$ cat src/rtl/riscv_defines.sv
// ----------------------------------------------------------------------------
// riscv_defines
// Shared core definitions used by the CSR debug initiator:
//   csr_op_t                - CSR access operation (NONE = read only)
//   dbg_csr_state_t         - debug CSR initiator FSM states
//   DBG_CSR_TIMEOUT_DEFAULT - default halt-wait timeout in cycles
// ----------------------------------------------------------------------------
package riscv_defines;

  typedef enum logic [1:0] {
    CSR_OP_NONE  = 2'b00,
    CSR_OP_WRITE = 2'b01,
    CSR_OP_SET   = 2'b10,
    CSR_OP_CLEAR = 2'b11
  } csr_op_t;

  typedef enum logic [1:0] {
    IDLE,
    HALT_WAIT,
    ACCESS,
    RESP
  } dbg_csr_state_t;

  localparam int unsigned DBG_CSR_TIMEOUT_DEFAULT = 255;

endpackage

$ cat src/rtl/riscv_csr_debug_initiator.sv
// ----------------------------------------------------------------------------
// riscv_csr_debug_initiator
// Debug-side initiator for the core's CSR access port. Accepts one CSR
// read/write/set/clear request from the debug bus, halts the pipeline, drives
// a single access cycle into the CSR file and returns the pre-access value.
//
// Ports:
//   clk, rst_n                 core clock, async active-low reset
//   dbg_req_i/op/addr/wdata    debug request (sampled only in IDLE)
//   dbg_gnt_o                  request accepted this cycle (IDLE only)
//   dbg_rvalid_o/rdata/err     one-cycle response; err = halt timed out
//   stall_req_o, stalled_i     pipeline halt handshake
//   csr_access_o/addr/wdata/op CSR port drive (access strobe only in ACCESS)
//   csr_rdata_i                combinational CSR read data
// ----------------------------------------------------------------------------
module riscv_csr_debug_initiator
  import riscv_defines::*;
#(
  parameter int unsigned TIMEOUT_CYCLES = DBG_CSR_TIMEOUT_DEFAULT
) (
  input  logic        clk,
  input  logic        rst_n,

  input  logic        dbg_req_i,
  input  csr_op_t     dbg_op_i,
  input  logic [11:0] dbg_addr_i,
  input  logic [31:0] dbg_wdata_i,
  output logic        dbg_gnt_o,
  output logic        dbg_rvalid_o,
  output logic [31:0] dbg_rdata_o,
  output logic        dbg_err_o,

  output logic        stall_req_o,
  input  logic        stalled_i,

  output logic        csr_access_o,
  output logic [11:0] csr_addr_o,
  output logic [31:0] csr_wdata_o,
  output csr_op_t     csr_op_o,
  input  logic [31:0] csr_rdata_i
);

  // Counter wide enough to hold TIMEOUT_CYCLES; at least one bit so the
  // timeout-disabled configuration still elaborates.
  localparam int unsigned CNT_W      = (TIMEOUT_CYCLES == 0) ? 1 : $clog2(TIMEOUT_CYCLES + 1);
  localparam bit          TIMEOUT_EN = (TIMEOUT_CYCLES != 0);
  localparam logic [CNT_W-1:0] CNT_LAST = CNT_W'(TIMEOUT_CYCLES - 1);

  dbg_csr_state_t    state_q, state_d;
  csr_op_t           op_q,    op_d;
  logic [11:0]       addr_q,  addr_d;
  logic [31:0]       wdata_q, wdata_d;
  logic [31:0]       rdata_q, rdata_d;
  logic              err_q,   err_d;
  logic [CNT_W-1:0]  cnt_q,   cnt_d;

  // NOTE: every signal driven here gets a default first, so no path through
  // the case statement can leave one unassigned and infer a latch.
  always_comb begin
    state_d      = state_q;
    op_d         = op_q;
    addr_d       = addr_q;
    wdata_d      = wdata_q;
    rdata_d      = rdata_q;
    err_d        = err_q;
    cnt_d        = cnt_q;

    dbg_gnt_o    = 1'b0;
    dbg_rvalid_o = 1'b0;
    dbg_rdata_o  = '0;
    dbg_err_o    = 1'b0;
    stall_req_o  = 1'b0;
    csr_access_o = 1'b0;
    csr_op_o     = CSR_OP_NONE;

    case (state_q)
      IDLE: begin
        dbg_gnt_o = dbg_req_i;
        if (dbg_req_i) begin
          op_d    = dbg_op_i;
          addr_d  = dbg_addr_i;
          wdata_d = dbg_wdata_i;
          rdata_d = '0;
          err_d   = 1'b0;
          cnt_d   = '0;
          state_d = HALT_WAIT;
        end
      end

      HALT_WAIT: begin
        stall_req_o = 1'b1;
        // A halt arriving in the timeout cycle still wins.
        if (stalled_i) begin
          state_d = ACCESS;
        end else if (TIMEOUT_EN && (cnt_q == CNT_LAST)) begin
          err_d   = 1'b1;
          state_d = RESP;
        end else if (cnt_q != '1) begin
          cnt_d = cnt_q + 1'b1;
        end
      end

      ACCESS: begin
        // The CSR file updates on the same edge that captures rdata, so the
        // captured value is the pre-access one.
        stall_req_o  = 1'b1;
        csr_access_o = 1'b1;
        csr_op_o     = op_q;
        rdata_d      = csr_rdata_i;
        state_d      = RESP;
      end

      RESP: begin
        dbg_rvalid_o = 1'b1;
        dbg_err_o    = err_q;
        dbg_rdata_o  = err_q ? '0 : rdata_q;
        state_d      = IDLE;
      end

      default: state_d = IDLE;
    endcase
  end

  // Address and operand stay on the port at all times; only the strobe and op
  // qualify an access.
  assign csr_addr_o  = addr_q;
  assign csr_wdata_o = wdata_q;

  // NOTE: state registers use non-blocking assignments so every flop samples
  // the pre-edge value of every other flop, matching the hardware.
  always_ff @(posedge clk or negedge rst_n) begin
    if (!rst_n) begin
      state_q <= IDLE;
      op_q    <= CSR_OP_NONE;
      addr_q  <= '0;
      wdata_q <= '0;
      rdata_q <= '0;
      err_q   <= 1'b0;
      cnt_q   <= '0;
    end else begin
      state_q <= state_d;
      op_q    <= op_d;
      addr_q  <= addr_d;
      wdata_q <= wdata_d;
      rdata_q <= rdata_d;
      err_q   <= err_d;
      cnt_q   <= cnt_d;
    end
  end

endmodule
$ cat config.mk
export PLATFORM = sky130hd
export DESIGN_NAME = riscv_csr_debug_initiator
export DESIGN_NICKNAME = d
export VERILOG_FILES = /design/src/rtl/riscv_defines.sv /design/src/rtl/riscv_csr_debug_initiator.sv
export SDC_FILE = /design/constraint.sdc
export NUM_CORES = 1
export LEC_CHECK = 0
export BUFFER_PORTS_ARGS = -buffer_cell sky130_fd_sc_hd__buf_2
export CAP_MARGIN = 30
export CORE_ASPECT_RATIO = 1.25
export CORE_MARGIN = 10
export CORE_UTILIZATION = 34
export DETAILED_ROUTE_END_ITERATION = 8
export SLEW_MARGIN = 25
export SYNTH_ARGS = -nofsm -noshare
export SYNTH_HDL_FRONTEND = slang
export SYNTH_SLANG_ARGS = --single-unit
$ cat constraint.sdc
create_clock -name clk -period 4.77 [get_ports clk]
set_input_delay 1.431 -clock clk [delete_from_list [all_inputs] [get_ports clk]]
set_output_delay 1.431 -clock clk [all_outputs]
set_load 0.05 [all_outputs]
==> impl_metrics.env, run 1 <==
export IMPL_status="finished clean"
export IMPL_vias=2787
export IMPL_holdWs_ns=0.492
export IMPL_fin_crit_sh=0.712
export IMPL_critPathKind="input pin to output port"
export IMPL_fp_dieH_um=138
export IMPL_grt_use_total=0.126
export IMPL_cts_hold_buf=0
export IMPL_ctsResizeCount=0
export IMPL_hold_path_class="flop to flop"
export IMPL_boundaryPins=165
export IMPL_nets=532
export IMPL_synth_seq_area_share=0.590
export IMPL_maxSlewViolCount=0
export IMPL_core_sq_um=10700
export IMPL_rsz0062_at_grt="false"
export IMPL_clk_pin_slew_worst_paths_ns=0.06
export IMPL_arrival_ns=1.97
export IMPL_worstPathRequired_ns=3.34
export IMPL_final_cell_mix="buf_2 (163), dfrtp_1 (89), mux2_2 (46), and2_1 (35), a22o_1 (32)"
export IMPL_firstDrtPassIters=4
export IMPL_ys_warnings_count=0
export IMPL_core_rowCount=42
export IMPL_gr_total_overflow=0
export IMPL_numCtsBuffers=9
export IMPL_postCtsSetupRepairBufs=0
export IMPL_max_slew_margin_rel=0.548
export IMPL_max_vdd_ir_drop_uv=281
export IMPL_syn_area_sq_um=3770
export IMPL_netlist_top_cells_area="dfrtp_1 (59%), mux2_2 (14%), a22o_1 (7.4%), and2_1 (6.1%), ha_1 (2.0%)"
export IMPL_htreeDepth=3
export IMPL_met2_usage=0.233
export IMPL_clockBufferDepth=2
export IMPL_synth_seq_cells=89
export IMPL_cts_root_buf="clkbuf_16"
export IMPL_finalCriticalPeriod_ns=3.40
export IMPL_fmax_mhz=294
export IMPL_avgViaCountPerCell=4.81
export IMPL_fin_worst_skew_ns=0.00741
export IMPL_avgSynthCellArea_sq_um=13.4
export IMPL_routed_wl_mm=10.1
export IMPL_antenna_found_initial=0
export IMPL_endpoint_kind="output port"
export IMPL_synth_edff_count=0
export IMPL_setup_tns_ns=0
export IMPL_critPathLaunchType="input pin"
export IMPL_power_density_nw_per_um2=826
export IMPL_final_common_cell="buf_2"
export IMPL_antennaDiodeCount=0
export IMPL_io_buffers=164
export IMPL_final_antenna_net_count=0
export IMPL_synth_ff_type="dfrtp_1"
export IMPL_syn2layout_area_growth_pct=32.6
export IMPL_worstMarginPinSlew_ns=0.679
export IMPL_setup_ws_ns=1.37
export IMPL_syn_nets=369
export IMPL_pre_cts_slack_ns=1.36
export IMPL_gp_congestion=0.779
export IMPL_drc_errors=0
export IMPL_drive_gt1_frac=0.531
export IMPL_start_util=0.352
export IMPL_clkSinkCount=89
export IMPL_syn_inst=281
export IMPL_grt_max_degree=75
export IMPL_grt_first_pass_wirelength_mm=15.7
export IMPL_drt_iter0_markers=159
export IMPL_hold_viol=0
export IMPL_cts_tree="yes"
export IMPL_clock_latency_ns=0.33
export IMPL_dp_hpwl_mm=7.68
export IMPL_ys_types=32
export IMPL_avgRoutedWirePerCell_um=17.4
export IMPL_synth_top_area_cell="dfrtp_1"
export IMPL_hold_depth=1
export IMPL_synth_top_cell_area_share=0.590
export IMPL_grt_pass1_vias=3015
export IMPL_finalSetupViolations=0
export IMPL_die_area_sq_um=15700
export IMPL_die_w_um=114
export IMPL_async_reset_ff_frac=1.00
export IMPL_grt_use_met3=0.0366
export IMPL_use_met1=0.132
export IMPL_cp_max_fo=3
export IMPL_globalRoute_busiestLayer="met2"
export IMPL_maxCapViolCount=0
export IMPL_total_leakage_power_nw=2.50
export IMPL_reg2reg_depth=7
per-layer routing:
metal / wire length, um / share of wire / vias up
met5: 0 / 0 / -
met4: 116 / 0.012 / 0
met3: 569 / 0.056 / 12
met2: 5630 / 0.56 / 72
met1: 3770 / 0.37 / 1372
li1: - / - / 1331
final timing paths:
path | start | to | slack, ns
max in group asynchronous | rst_n | rdata_q[24]$_DFFE_PN0P_ | 2.94
max | dbg_req_i | dbg_gnt_o | 1.37
min in group asynchronous | rst_n | csr_addr_o[11]$_DFFE_PN0P_ | 1.09
min reg2reg | rdata_q[22]$_DFFE_PN0P_ | rdata_q[22]$_DFFE_PN0P_ | 0.49
min | rdata_q[22]$_DFFE_PN0P_ | rdata_q[22]$_DFFE_PN0P_ | 0.49
max reg2reg | state_q[0]$_DFFE_PN0P_ | rdata_q[16]$_DFFE_PN0P_ | 2.54
where the power goes:
group | switching, mW | internal, mW
logic | 1.55 | 0.646
clock network | 0.282 | 0.402
registers | 0.163 | 1.09
total | 1.99 | 2.14
per-stage QoR:
| stage | utilization | instance area (sq um) | total power [mW] | std cells |
|---|---|---|---|---|
| after floorplan | - | 3770 | 2.97 | 281 |
| after global placement | 0.440 | 4710 | 3.46 | 565 |
| after CTS | 0.466 | 5000 | 4.20 | 580 |
| after global routing | 0.467 | 5000 | 4.37 | 580 |
| final | 0.467 | 5000 | 4.13 | 580 |
| after detailed placement | 0.440 | 4710 | 3.50 | 565 |
Yosys cell counts, types with 2 or more instances:
cell and count:
a21oi_1 2, a21oi_2 3, a22o_1 32, a31oi_1 5, and2_1 37, buf_2 7, clkbuf_1 6, dfrtp_1 89
ha_1 6, inv_1 6, mux2_2 46, nand2_1 7, nand2b_1 2, nand3_1 2, nand4_1 3, nor2_1 3
nor2b_1 3, o21ai_0 6, o21ai_1 3
flip-flops by register name, indices dropped and copies added (netlist names):
register,flops
err_q,1
rdata_q,32
state_q,2
op_q,2
cnt_q,8
csr_wdata_o,32
csr_addr_o,12
worst max-delay path, cell delays in order:
cell and delay [ns]:
buf_2 0.10, and2_2 0.17, buf_2 0.27
cell type report:
| class | instances | area [sq um] |
|---|---|---|
| fillers | 1023 | 5720 |
| flip-flops and latches | 89 | 2230 |
| inverters | 6 | 22.5 |
| well taps | 132 | 165 |
| clock inverters | 5 | 57.6 |
| multi-input cells | 170 | 1450 |
| repair buffers | 168 | 857 |
| clock buffers | 10 | 229 |
kinds of logic (layout without fill, tap and decap cells):
kind of cell	Yosys count	in the layout	share of synthesized area
AO/OA/AOI/OAI	58	58	0.129
adder cells (fa/ha/maj)	6	6	0.0199
buffers and inverters	22	189	0.0272
flip-flops	89	89	0.590
multiplexers	46	46	0.137
AND/OR/NAND/NOR	60	60	0.0959
No activity file was read; power rests on OpenSTA's default activity.
==> inputs of run 2 (changes only) <==
==> constraint.sdc (replaced) <==
create_clock -name clk -period 3.5 [get_ports clk]
set_input_delay 1.05 -clock clk [delete_from_list [all_inputs] [get_ports clk]]
set_output_delay 1.05 -clock clk [all_outputs]
set_load 0.05 [all_outputs]
==> run 2 against run 1 <==
Net effect:
- clock power is 28% higher
- first-iteration DRC count is 10% lower
- non-clock buffer count did not move
- cell area hardly changed
- global-route usage rose by 0.18 points
- sequential share of layout area is essentially flat
- setup slack lost 0.69 ns
- clock-buffer cell count down 1
- power grew 35%
- utilization hardly changed
- largest cell class unchanged
- highest routed layer unchanged
==> impl_metrics.env, run 2 (synthesis results as in run 1) <==
export IMPL_status="finished clean"
export IMPL_final_common_cell="buf_2"
export IMPL_max_vdd_ir_drop_uv=384
export IMPL_gr_total_overflow=0
export IMPL_antenna_found_initial=1
export IMPL_total_leakage_power_nw=2.50
export IMPL_final_cell_mix="buf_2 (163), dfrtp_1 (89), mux2_2 (46), and2_1 (35), a22o_1 (32)"
export IMPL_syn2layout_area_growth_pct=32.5
export IMPL_maxCapViolCount=0
export IMPL_fillers=1005
export IMPL_regToRegSetupSlack_ns=1.27
export IMPL_firstDrtPassIters=4
export IMPL_clockBufferDepth=2
export IMPL_vias=2805
export IMPL_startpoint="state_q[1]$_DFFE_PN0P_"
export IMPL_final_antenna_net_count=0
export IMPL_cp_slowest_cell="dfrtp_1"
export IMPL_critPathLaunchType="flop"
export IMPL_boundaryPins=165
export IMPL_power_density_nw_per_um2=1120
export IMPL_ctsResizeCount=0
export IMPL_path_cells="ha_1, nor2b_1, buf_4, and2_1, buf_2"
export IMPL_power_total_mw=5.59
export IMPL_htreeDepth=3
export IMPL_rsz0062_at_grt="false"
export IMPL_critPathKind="flop to output port"
export IMPL_avgRoutedWirePerCell_um=17.7
export IMPL_cts_tree="yes"
export IMPL_grt_pass1_vias=2978
export IMPL_cts_hold_buf=0
export IMPL_finalCriticalPeriod_ns=2.82
export IMPL_hold_viol=0
export IMPL_register_area_sq_um=2230
export IMPL_die_w_um=114
export IMPL_worstReg2RegStart="state_q[0]$_DFFE_PN0P_"
export IMPL_drc_errors=0
export IMPL_setup_tns_ns=0
export IMPL_arrival_ns=1.77
export IMPL_clkSinkCount=89
export IMPL_multi_input_area_sq_um=1450
export IMPL_drive_gt1_frac=0.535
export IMPL_numCtsBuffers=9
export IMPL_fin_worst_skew_ns=0.00419
export IMPL_io_buffers=164
export IMPL_clk_pin_slew_worst_paths_ns=0.06
export IMPL_dp_hpwl_mm=7.92
export IMPL_core_rowCount=42
export IMPL_setup_ws_ns=0.677
export IMPL_core_sq_um=10700
export IMPL_r2r_end="rdata_q[15]$_DFFE_PN0P_"
export IMPL_max_slew_margin_rel=0.571
export IMPL_crit_path_max_incr_delay_ns=0.39
export IMPL_hold_path_class="flop to flop"
export IMPL_reg2reg_depth=7
export IMPL_worstPathRequired_ns=2.45
export IMPL_start_util=0.352
export IMPL_grt_use_total=0.128
export IMPL_crit_end="dbg_rdata_o[3]"
export IMPL_gp_congestion=0.744
export IMPL_grt_first_pass_wirelength_mm=16.0
export IMPL_die_area_sq_um=15700
export IMPL_cp_max_fo=32
export IMPL_grt_max_degree=51
export IMPL_postCtsSetupRepairBufs=0
export IMPL_routed_wl_mm=10.3
export IMPL_fp_dieH_um=138
export IMPL_fmax_mhz=354
export IMPL_pre_cts_slack_ns=0.856
export IMPL_avgViaCountPerCell=4.82
export IMPL_fin_crit_sh=0.807
export IMPL_finalSetupViolations=0
export IMPL_maxSlewViolCount=0
export IMPL_worstMarginPinSlew_ns=0.643
export IMPL_clock_latency_ns=0.33
export IMPL_endpoint_kind="output port"
export IMPL_nets=532
export IMPL_cts_root_buf="clkbuf_16"
export IMPL_drt_iter0_markers=143
[run 2: cell count changes in the layout (fill, tap and decap cells not counted), sizes merged]
cell | previous run | this run
clkinv | 1 | 3
diode | 0 | 1
bufinv | 1 | 0
clkbuf | 10 | 9
inv | 6 | 7
[run 2: metrics by stage]
step / utilization / area, sq um / hold slack, ns / instances
floorplan: - / 3770 / 0.452 / 281
global placement: 0.441 / 4720 / 0.475 / 565
detailed placement: 0.441 / 4730 / 0.483 / 565
CTS: 0.466 / 5000 / 0.502 / 581
global route: 0.466 / 5000 / 0.512 / 582
finish: 0.466 / 5000 / 0.496 / 582
[run 2: cell type report]
cell class | count | area share
multi-input combinational | 170 | 0.289
sequential | 89 | 0.445
tap | 132 | 0.0330
clock inverter | 7 | 0.00926
clock buffer | 9 | 0.0450
antenna | 1 | 0.000501
inverter | 6 | 0.00450
timing repair buffer | 168 | 0.173
[run 2: power by group]
group          internal [mW]  switching (mW)
Clock                  0.480           0.399
Combinational          0.883            2.11
Sequential              1.49           0.224
[run 2: critical path: cells and delay by family (launching register included)]
kind	cells	cell delay (ns)
buf+inv	2	0.53
simple gates	2	0.31
fa+ha+maj	1	0.20
flops	1	0.39
[run 2: per-layer routing]
layer  global-route usage  share of wire
met3               0.0357          0.055
met1                0.137           0.38
met2                0.230           0.55
met4               0.0530          0.018
met5                    0              0
[run 2: worst min path at each step]
stage / from / endpoint / slack [ns] / cells after the start
after floorplan: cnt_q[5]$_DFFE_PN0P_ / cnt_q[5]$_DFFE_PN0P_ / 0.45 / 1
after global placement: cnt_q[5]$_DFFE_PN0P_ / cnt_q[5]$_DFFE_PN0P_ / 0.47 / 1
after detailed placement: rdata_q[6]$_DFFE_PN0P_ / rdata_q[6]$_DFFE_PN0P_ / 0.48 / 1
after CTS: rdata_q[19]$_DFFE_PN0P_ / rdata_q[19]$_DFFE_PN0P_ / 0.50 / 1
after global routing: rdata_q[31]$_DFFE_PN0P_ / rdata_q[31]$_DFFE_PN0P_ / 0.51 / 1
final: rdata_q[21]$_DFFE_PN0P_ / rdata_q[21]$_DFFE_PN0P_ / 0.50 / 1
